[src/rtl/channel_decimator.sv]
// rtl/channel_decimator.sv - 2nd-order CIC decimator for the 3 MHz channel stream with output FIFO
//
// Purpose: integrates 9-bit signed channel samples on each delayed 3 MHz strobe,
// decimates by DECIM_R through a two-stage comb and queues the 16-bit result in a
// small register FIFO with a valid/ready read port and drop reporting.
//
// Ports:
//    CLK_24M             system clock, rising edge
//    reset               asynchronous active-low reset
//    enable_sampling_3M  one-cycle strobe every 8 clocks
//    channel_in[8:0]     signed channel sample, updated with the strobe
//    clear_ovf           synchronous clear of overflow and ovf_count
//    pcm_ready           downstream ready
//    pcm_valid           FIFO head valid
//    pcm_data[15:0]      FIFO head, signed, sign-extended
//    overflow            sticky: a sample was dropped
//    ovf_count[7:0]      dropped-sample count (saturating)
//
// Build option: define CHDEC_OVF_COUNT_EN to build the drop counter; without it
// ovf_count is tied to 0 and only the overflow flag reports drops.

module channel_decimator #(
   parameter int DECIM_R    = 4,
   parameter int FIFO_DEPTH = 4
) (
   input  logic        CLK_24M,
   input  logic        reset,
   input  logic        enable_sampling_3M,
   input  logic [8:0]  channel_in,
   input  logic        clear_ovf,
   input  logic        pcm_ready,
   output logic        pcm_valid,
   output logic [15:0] pcm_data,
   output logic        overflow,
   output logic [7:0]  ovf_count
);

   localparam int              PW           = (DECIM_R > 1) ? $clog2(DECIM_R) : 1;
   localparam int              AW           = $clog2(FIFO_DEPTH);
   localparam logic [PW-1:0]   C_LAST_PHASE = PW'(DECIM_R - 1);
   localparam logic [AW:0]     C_FULL       = (AW + 1)'(FIFO_DEPTH);

   logic          r_en_d;
   logic [PW-1:0] r_phase;
   logic [15:0]   r_i1;
   logic [15:0]   r_i2;
   logic [15:0]   r_i2_prev;
   logic [15:0]   r_c1_prev;
   logic          r_push;
   logic [15:0]   r_push_data;
   logic [15:0]   r_mem [FIFO_DEPTH];
   logic [AW-1:0] r_wr_ptr;
   logic [AW-1:0] r_rd_ptr;
   logic [AW:0]   r_count;
   logic          r_overflow;

   logic [15:0]   w_in_ext;
   logic [15:0]   w_i1_next;
   logic [15:0]   w_i2_next;
   logic [15:0]   w_c1;
   logic [15:0]   w_comb;
   logic          w_dec;
   logic          w_full;
   logic          w_pop;
   logic          w_push_ok;
   logic          w_drop;

   // All arithmetic is modulo 2^16; the comb output always fits, so the wrapped
   // 16-bit difference is already the sign-extended result.
   assign w_in_ext  = {{7{channel_in[8]}}, channel_in};
   assign w_i1_next = r_i1 + w_in_ext;
   assign w_i2_next = r_i2 + w_i1_next;
   assign w_c1      = w_i2_next - r_i2_prev;
   assign w_comb    = w_c1 - r_c1_prev;
   assign w_dec     = r_en_d && (r_phase == C_LAST_PHASE);

   assign w_full    = (r_count == C_FULL);
   assign w_pop     = pcm_valid && pcm_ready;
   // A full FIFO still accepts a push when the head leaves in the same cycle.
   assign w_push_ok = r_push && (!w_full || w_pop);
   assign w_drop    = r_push && w_full && !w_pop;

   assign pcm_valid = (r_count != '0);
   assign pcm_data  = r_mem[r_rd_ptr];
   assign overflow  = r_overflow;

   // CIC datapath: strobe delayed one clock so the freshly updated sample is used.
   always_ff @(posedge CLK_24M or negedge reset) begin
      if (!reset) begin
         r_en_d      <= 1'b0;
         r_phase     <= '0;
         r_i1        <= '0;
         r_i2        <= '0;
         r_i2_prev   <= '0;
         r_c1_prev   <= '0;
         r_push      <= 1'b0;
         r_push_data <= '0;
      end else begin
         r_en_d <= enable_sampling_3M;
         r_push <= w_dec;
         if (r_en_d) begin
            r_i1    <= w_i1_next;
            r_i2    <= w_i2_next;
            r_phase <= r_phase + PW'(1);
         end
         if (w_dec) begin
            r_i2_prev   <= w_i2_next;
            r_c1_prev   <= w_c1;
            r_push_data <= w_comb;
         end
      end
   end

   // Output FIFO, contents cleared on reset so the head reads 0.
   always_ff @(posedge CLK_24M or negedge reset) begin
      if (!reset) begin
         for (int k = 0; k < FIFO_DEPTH; k++) begin
            r_mem[k] <= '0;
         end
         r_wr_ptr <= '0;
         r_rd_ptr <= '0;
         r_count  <= '0;
      end else begin
         if (w_push_ok) begin
            r_mem[r_wr_ptr] <= r_push_data;
            r_wr_ptr        <= r_wr_ptr + AW'(1);
         end
         if (w_pop) begin
            r_rd_ptr <= r_rd_ptr + AW'(1);
         end
         if (w_push_ok && !w_pop) begin
            r_count <= r_count + (AW + 1)'(1);
         end else if (w_pop && !w_push_ok) begin
            r_count <= r_count - (AW + 1)'(1);
         end
      end
   end

   // Clear has priority over a drop in the same cycle.
   always_ff @(posedge CLK_24M or negedge reset) begin
      if (!reset) begin
         r_overflow <= 1'b0;
      end else if (clear_ovf) begin
         r_overflow <= 1'b0;
      end else if (w_drop) begin
         r_overflow <= 1'b1;
      end
   end

`ifdef CHDEC_OVF_COUNT_EN
   logic [7:0] r_ovf_count;

   always_ff @(posedge CLK_24M or negedge reset) begin
      if (!reset) begin
         r_ovf_count <= '0;
      end else if (clear_ovf) begin
         r_ovf_count <= '0;
      end else if (w_drop && (r_ovf_count != 8'hFF)) begin
         r_ovf_count <= r_ovf_count + 8'd1;
      end
   end

   assign ovf_count = r_ovf_count;
`else
   assign ovf_count = 8'd0;
`endif

endmodule
[config.mk]
export PLATFORM = sky130hd
export DESIGN_NAME = channel_decimator
export DESIGN_NICKNAME = d
export VERILOG_FILES = /design/src/rtl/channel_decimator.sv
export SDC_FILE = /design/constraint.sdc
export NUM_CORES = 1
export LEC_CHECK = 0
export ABC_AREA = 1
export CORE_MARGIN = 2
export CORE_UTILIZATION = 40
export CTS_BUF_LIST = sky130_fd_sc_hd__clkbuf_8 sky130_fd_sc_hd__clkbuf_16
export CTS_CLUSTER_DIAMETER = 40
export DETAILED_ROUTE_END_ITERATION = 8
export PLACE_DENSITY = 0.56
export SYNTH_ARGS = -nofsm -noshare
export SYNTH_HDL_FRONTEND = slang
export SYNTH_SLANG_ARGS = --single-unit
[constraint.sdc]
create_clock -name CLK_24M -period 5 [get_ports CLK_24M]
set_input_delay 1 -clock CLK_24M [delete_from_list [all_inputs] [get_ports CLK_24M]]
set_output_delay 1 -clock CLK_24M [all_outputs]
set_load 0.005 [all_outputs]
* After elaboration in Yosys (flattened, before gate mapping)
Cells that the tools add are included.
** Word-level totals
- Register bits after elaboration :: 156
- Input port bits :: 14
** Operators by class
- Reduce and logical (&&, ||, !) cells :: 15
- Eq/ne operators :: 2
- $add $sub $neg :: 9
- Magnitude comparators :: 3
- Multiplexer cells :: 10
- Bitwise logic cells :: 2
** Operator list (number)
- bitwise mux 64 bit :: 1
- 2-to-1 mux 16 bit :: 3
- adder 16 bit :: 2
- binary-select mux 16 bit (select 2 bit) :: 1
- demux 16 bit (select 2 bit) :: 1
- subtractor 16 bit :: 2
- logical AND 1 bit :: 8
- adder 2 x 1 -> 2 bit (second input constant) :: 3
- >= comparator 3 bit (second input constant) :: 2
- 2-to-1 mux 3 bit :: 2
- inverter 2 -> 3 bit :: 2
- nonzero test 2 bit :: 2
- adder 3 x 1 -> 3 bit (second input constant) :: 1
- == test 3 bit (second input constant) :: 1
- zero test 1 bit :: 3
- less-than comparator 3 x 1 -> 1 bit (second input constant) :: 1
- nonzero test 3 bit :: 1
- subtractor 3 x 1 -> 3 bit (second input constant) :: 1
- == test 2 bit (second input constant) :: 1
- 2-to-1 mux 1 bit :: 2
- logical OR 1 bit :: 1

* Longest topological paths before layout
Gate-level depths: netlist (run 1).
- Depth after elaboration :: 8
- Mapped depth :: 35

* Worst setup path after synthesis (run 1)
No wires, ideal clock.
- Kind :: input -> register
- Start :: input channel_in[0]
- End :: register r_push_data[15]
- Slack :: -786 ps
- Library setup time :: 117 ps
- Stages on the path :: 32
- Data required time :: 4883 ps
- Arrival :: 5669 ps
- Cell sequence :: ha_1 inv_1 fa_1 nand3b_1 nand2_1 a21oi_1 o21bai_2 a21boi_1 o21ai_1 xor2_1 inv_1 ha_1 a21oi_1 nand2_1 a21oi_1 o21bai_1 xor2_1 ha_1 inv_1 nor3_1 nand3_1 nand2_1 xor2_1 ha_1 nand2_1 nor2_1 a211oi_1 inv_1 a221oi_1 nand3_1 nand3_1 nand2_1
** Between the ends
- Cells in the longest elaborated chain, start to end :: 4
** Ends and longest elaborated chain
- start, declared :: line 29 : input logic [8:0] channel_in,
- adder 16 bit :: line 71 : assign w_i1_next = r_i1 + w_in_ext;
- via w_i1_next[10] :: line 58 : logic [15:0] w_i1_next;
- adder 16 bit :: line 72 : assign w_i2_next = r_i2 + w_i1_next;
- via w_i2_next[13] :: line 59 : logic [15:0] w_i2_next;
- subtractor 16 bit :: line 73 : assign w_c1 = w_i2_next - r_i2_prev;
- via w_c1[14] :: line 60 : logic [15:0] w_c1;
- subtractor 16 bit :: line 74 : assign w_comb = w_c1 - r_c1_prev;
- end signal, assigned :: line 109 : r_push_data <= w_comb;
- end, declared :: line 50 : logic [15:0] r_push_data;
The timed path passes the listed nets, and every way through them passes these cells.
A chain may end at the register's enable or synchronous reset.

* Worst setup path after layout (run 1)
Ends and elaborated chain as after synthesis.

==> flow_summary.json, run 1 <==
{
  "cts_hold_buf": 0,
  "ys_warn_count": 0,
  "postRouteAntennaNets": 0,
  "async_reset_ff_share_pct": 100.0,
  "violations": "setup timing",
  "drv_slew": 0,
  "cp.arrival_ps": 5670,
  "end_kind": "flip-flop",
  "cpPeakStageDelay_ps": 360,
  "ioPinCount": 40,
  "place_area_um2": 11150,
  "synth_fa_ha_area_share_pct": 9.859,
  "cp_slowest_cell": "ha_1",
  "fillers": 2032,
  "grt_max_degree": 72,
  "fin_skew_ps": 13.11,
  "globalplace.congestion": 0.8093,
  "synth_xor_area_share_pct": 5.023,
  "finalSetupViolations": 3,
  "synth_area_per_cell_um2": 8.953,
  "hold_path.class": "flip-flop to flip-flop",
  "synth_top_flop_cell": "dfrtp_1",
  "layout_commonest_cell": "nand2_1",
  "rsz0062_at_grt": "true",
  "cap_violations": 0,
  "die-height_um": 157.2,
  "die_width_um": 157.2,
  "hold_depth": 1,
  "drc_errors": 0,
  "synthMuxAreaShare_pct": 7.794,
  "cts.sink_count": 156,
  "worst_pin_slew_ps": 1035,
  "cts_htree_levels": 4,
  "multiInputGateArea_um2": 6071,
  "ff2ff_path_depth": 34,
  "layout-drive-gt1-share_pct": 38.66,
  "fmax_mhz": 186.5,
  "reg2reg_from": "r_i1[0]$_DFFE_PN0P_",
  "dr.first_iter.drc_count": 325,
  "grt_pass1_vias": 7775,
  "antenna_cells": 0,
  "grtUsageTotal_pct": 18.19,
  "min_period_ps": 5361,
  "synth-simple-area-share_pct": 16.24,
  "r2r_end": "r_push_data[15]$_DFFE_PN0P_",
  "portBuffers": 31,
  "grt_pass1_wl_um": 36000,
  "hold_viol_final": 0,
  "critical_path_class": "input port to flip-flop",
  "slew_headroom_pct": 30.96,
  "cts_buffers": 17,
  "hold_end": "r_phase[0]$_DFFE_PN0P_",
  "syn_area_um2": 9392,
  "vias": 7649,
  "critical_path_required_ps": 5310,
  "seq_area_um2": 3904,
  "coreArea_um2": 23260,
  "status": "finished, violations left",
  "hp-start": "r_phase[0]$_DFFE_PN0P_",
  "area_growth_pct": 40.83,
  "via_per_inst": 4.814,
  "cts_tree": "yes",
  "num_rows": 56,
  "seq_area_frac_synth_pct": 41.57,
  "die-area_um2": 24720,
  "globalRouteOverflowTotal": 0,
  "clockRootBuffer": "clkbuf_16",
  "hpwl_um": 14100,
  "first_pass_iters": 4,
  "setup_ws_ps": -360.6,
  "crit_fanout": 3,
  "synth_top_family_by_area": "simple AND/OR/NAND/NOR gates",
  "antenna_found_initial": 0,
  "synth_compound_area_share_pct": 12.72,
  "synth_seq_cells": 156,
  "cp_common_cell": "nand2_1",
  "cp-start-kind": "input port",
  "final_cell_mix": "nand2_1 (198), buf_4 (170), dfrtp_1 (156), inv_1 (101), o21ai_0 (82)",
  "final_util_pct": 56.86,
  "ys_types": 49,
  "nets": 1342,
  "synth-edff-count": 0,
  "dp_slack_ps": -1406,
  "r2r_slack_ps": -140,
  "cts_buffer_depth": 2,
  "clk_pin_slew_worst_paths_ps": 60,
  "syn_inst": 1049,
  "stdcell_area_um2": 13230,
  "wl_per_cell_um": 13.83,
  "drt_wl_total_um": 21980,
  "insertion_delay_ps": 430,
  "fin_crit_sh_pct": 107.2,
  "start_util_pct": 40.37
}
-- worst max-delay path: cells and delay by family --
family	cells	cell delay, ps
AOI/OAI and AO/OA	12	1830
xor gates and xnor gates	2	330
adders and majority gates	5	1280
buffers and inverters	5	300
and+or+nand+nor	11	970
-- timing repair --
action | in CTS | in global routing
gates resized for setup | 76 | 130
endpoints found under the setup margin | 11 | 9
pin swaps | 67 | 87
setup buffers | 24 | 25
hold endpoints to repair | 0 | 0
-- cells in the mapped netlist, types with 3 or more instances --
master	number	area share, %
a21boi_1	3	0.24
a21o_1	3	0.24
a21oi_1	54	2.9
a31oi_1	7	0.47
buf_2	5	0.27
buf_4	8	0.64
clkbuf_1	20	0.80
dfrtp_1	156	42
fa_1	5	1.1
ha_1	66	8.8
inv_1	116	4.6
mux2_2	65	7.8
nand2_1	217	8.7
nand2_2	14	0.93
nand2_4	3	0.36
nand3_1	24	1.3
nand3_2	10	1.1
nand3b_1	3	0.24
nand4_1	3	0.20
nor2_1	56	2.2
nor3_1	4	0.21
nor3_2	3	0.32
o21ai_0	92	4.9
o21ai_1	10	0.53
o21ai_2	4	0.37
o21bai_1	5	0.40
o22ai_1	16	1.1
xnor2_1	15	1.4
xor2_1	32	3.0
-- through the flow --
stage | cells | hold WS [ps] | setup TNS [ps]
after floorplan | 1056 | 445.9 | -907.9
after global placement | 1514 | 457.8 | -12230
after detailed placement | 1514 | 464.1 | -13440
after CTS | 1568 | 480.1 | -822.5
after global routing | 1589 | 501.2 | -2391
final | 1589 | 473.4 | -734.3
-- metal layers --
| metal | wire length (um) | up-vias | GRT usage, % |
|---|---|---|---|
| met2 | 11390 | 86 | 32.98 |
| li1 | - | 3870 | - |
| met5 | 0 | - | 0 |
| met4 | 317 | 0 | 5.584 |
| met1 | 9827 | 3665 | 22.03 |
| met3 | 446 | 28 | 3.001 |
-- state kept, by name (all words and copies together), names as in the netlist --
name / flops
r_mem: 64
r_c1_prev: 16
r_i1: 16
r_i2: 16
r_i2_prev: 16
r_push_data: 16
r_count: 3
r_phase: 2
r_rd_ptr: 2
r_wr_ptr: 2
overflow: 1
r_en_d: 1
r_push: 1
-- cells by family after synthesis --
logic type / count (synthesis)
mux: 65
simple gates: 344
fa+ha+maj: 71
other cells: 1
xor+xnor: 50
compound gates: 208
flops: 156
buf+inv: 154
-- cell type report --
type	count	area share (%)
Timing Repair Buffer	218	13.43
Clock inverter	14	1.447
Multi-Input combinational cell	746	45.90
Inverter	118	3.368
Sequential cell	156	29.51
Tap cell	319	3.018
Clock buffer	18	3.320
-- worst max path at each step --
stage                     slack (ps)     startpoint                           to
after floorplan                 -540  channel_in[0]  r_push_data[15]$_DFFE_PN0P_
after global placement         -1290  channel_in[0]  r_push_data[15]$_DFFE_PN0P_
after detailed placement       -1410  channel_in[0]  r_push_data[15]$_DFFE_PN0P_
after CTS                       -450  channel_in[0]  r_push_data[15]$_DFFE_PN0P_
after global routing            -720  channel_in[0]  r_push_data[15]$_DFFE_PN0P_
final                           -360  channel_in[0]  r_push_data[15]$_DFFE_PN0P_
Power of run 1 is not shown: default switching activity piles up to over one toggle a cycle in this logic, so the estimate is an artifact.
==> run 2, diff against run 1 <==
--- a/config.mk
+++ b/config.mk
@@ -7,11 +7,10 @@
 export LEC_CHECK = 0
 export ABC_AREA = 1
 export CORE_MARGIN = 2
-export CORE_UTILIZATION = 40
-export CTS_BUF_LIST = sky130_fd_sc_hd__clkbuf_8 sky130_fd_sc_hd__clkbuf_16
+export CORE_UTILIZATION = 56
 export CTS_CLUSTER_DIAMETER = 40
 export DETAILED_ROUTE_END_ITERATION = 8
-export PLACE_DENSITY = 0.56
+export PLACE_DENSITY = 0.74
 export SYNTH_ARGS = -nofsm -noshare
 export SYNTH_HDL_FRONTEND = slang
 export SYNTH_SLANG_ARGS = --single-unit
==> flow_summary.json, run 2 (synthesis results as in run 1) <==
{
  "status": "finished, violations left",
  "violations": "setup timing",
  "cp.arrival_ps": 5960,
  "layout-drive-gt1-share_pct": 36.68,
  "largest_register_ffs": 64,
  "cts_buffer_depth": 2,
  "crit_fanout": 5,
  "nets": 1348,
  "die-height_um": 133.5,
  "area_growth_pct": 36.64,
  "critical_path_required_ps": 5340,
  "clk_pin_slew_worst_paths_ps": 60,
  "coreArea_um2": 16470,
  "drc_errors": 0,
  "die-area_um2": 17820,
  "dp_slack_ps": -1368,
  "rsz0062_at_grt": "true",
  "top_register": "r_mem",
  "fin_skew_ps": 10.35,
  "cts_tree": "yes",
  "portBuffers": 31,
  "grt_max_degree": 93,
  "critical_path_class": "input port to flip-flop",
  "setup_ws_ps": -621.0,
  "cp-start-kind": "input port",
  "hold_viol_final": 0,
  "start_util_pct": 57.04,
  "hpwl_um": 14020,
  "final_util_pct": 77.93,
  "postRouteAntennaNets": 0,
  "antenna_found_initial": 0,
  "hold_path.class": "flip-flop to flip-flop",
  "globalplace.congestion": 0.8705,
  "grt_pass1_wl_um": 38990,
  "drt_wl_total_um": 25000,
  "antenna_cells": 0,
  "ioPinCount": 40,
  "clockRootBuffer": "clkbuf_16",
  "slew_headroom_pct": 33.18,
  "layout_commonest_cell": "nand2_1",
  "dr.first_iter.drc_count": 464,
  "fmax_mhz": 177.9,
  "drv_slew": 0,
  "grt_pass1_vias": 8362,
  "num_rows": 47,
  "globalRouteOverflowTotal": 0,
  "min_period_ps": 5621,
  "cpPeakStageDelay_ps": 340,
  "cap_violations": 0,
  "worst_pin_slew_ps": 1001,
  "via_per_inst": 5.436,
  "grtUsageTotal_pct": 27.52,
  "cts_hold_buf": 0,
  "fin_crit_sh_pct": 112.4,
  "cp_slowest_cell": "fa_2",
  "cts.sink_count": 156,
  "end_kind": "flip-flop",
  "whs_ps": 481.1,
  "cts_buffers": 17,
  "wl_per_cell_um": 16.71,
  "insertion_delay_ps": 450,
  "cts_htree_levels": 4,
  "final_cell_mix": "nand2_1 (204), buf_4 (183), dfrtp_1 (156), inv_1 (105), o21ai_0 (87)",
  "first_pass_iters": 5,
  "finalSetupViolations": 9,
  "die_width_um": 133.5,
  "vias": 8133
}
run 2: cell count changes in the layout (fill, tap and decap cells not counted), sizes merged, moves of 2 or more:
| cell | change |
|---|---|
| inv | -5 |
| buf | +6 |
| clkinv | +3 |
| dlygate4sd2 | +2 |
| clkbuf | +3 |
run 2: worst paths after layout:
kind | slack (ps) | start | cells past startpoint | to
max | -620 | channel_in[0] | 33 | r_push_data[15]$_DFFE_PN0P_
min | 480 | r_phase[0]$_DFFE_PN0P_ | 1 | r_phase[0]$_DFFE_PN0P_
max reg2reg | -440 | r_i1[0]$_DFFE_PN0P_ | 32 | r_push_data[15]$_DFFE_PN0P_
min reg2reg | 480 | r_phase[0]$_DFFE_PN0P_ | 1 | r_phase[0]$_DFFE_PN0P_
max in group asynchronous | 3360 | reset | 2 | r_mem[34]$_DFFE_PN0P_
min in group asynchronous | 620 | reset | 1 | r_mem[1]$_DFFE_PN0P_
run 2: metrics by stage:
step / area, um^2 / TNS, ps / cells
finish: 12830 / -2364 / 1496
detailed placement: 10970 / -12550 / 1408
global route: 12830 / -4640 / 1496
floorplan: 9537 / -907.9 / 1056
global placement: 10970 / -10850 / 1408
CTS: 12300 / -922.0 / 1490
run 2: area by class of cell:
type	count	area [um^2]
Clock buffer	21	450.4
Timing Repair Buffer	224	1790
Tap cell	220	275.3
Inverter	118	442.9
Fill cell	984	3633
Multi-Input combinational cell	746	5834
Clock inverter	11	135.1
Sequential cell	156	3904
run 2: repair_timing:
item,4_1_cts,5_1_grt
pin swaps,76,46
endpoints found under the hold margin,0,0
gates resized for setup,71,78
endpoints found under the setup margin,11,12
cloned,0,0
buffers inserted,51,13
run 2: worst max-delay path: cells and delay by family:
kind / cells / cell delay [ps]
AOI/OAI and AO/OA: 11 / 1570
adders and majority gates: 5 / 1360
and+or+nand+nor: 8 / 880
xor gates and xnor gates: 3 / 610
buffers and inverters: 6 / 540
run 2: layer usage:
| layer | vias to the layer above | routed length (um) | track usage [%] |
|---|---|---|---|
| li1 | 3883 | - | - |
| met1 | 4024 | 9875 | 31.48 |
| met2 | 163 | 13680 | 50.69 |
| met3 | 63 | 671 | 5.023 |
| met4 | 0 | 772 | 11.17 |
| met5 | - | 0 | 0 |
Power of run 2 is left out for the same reason.
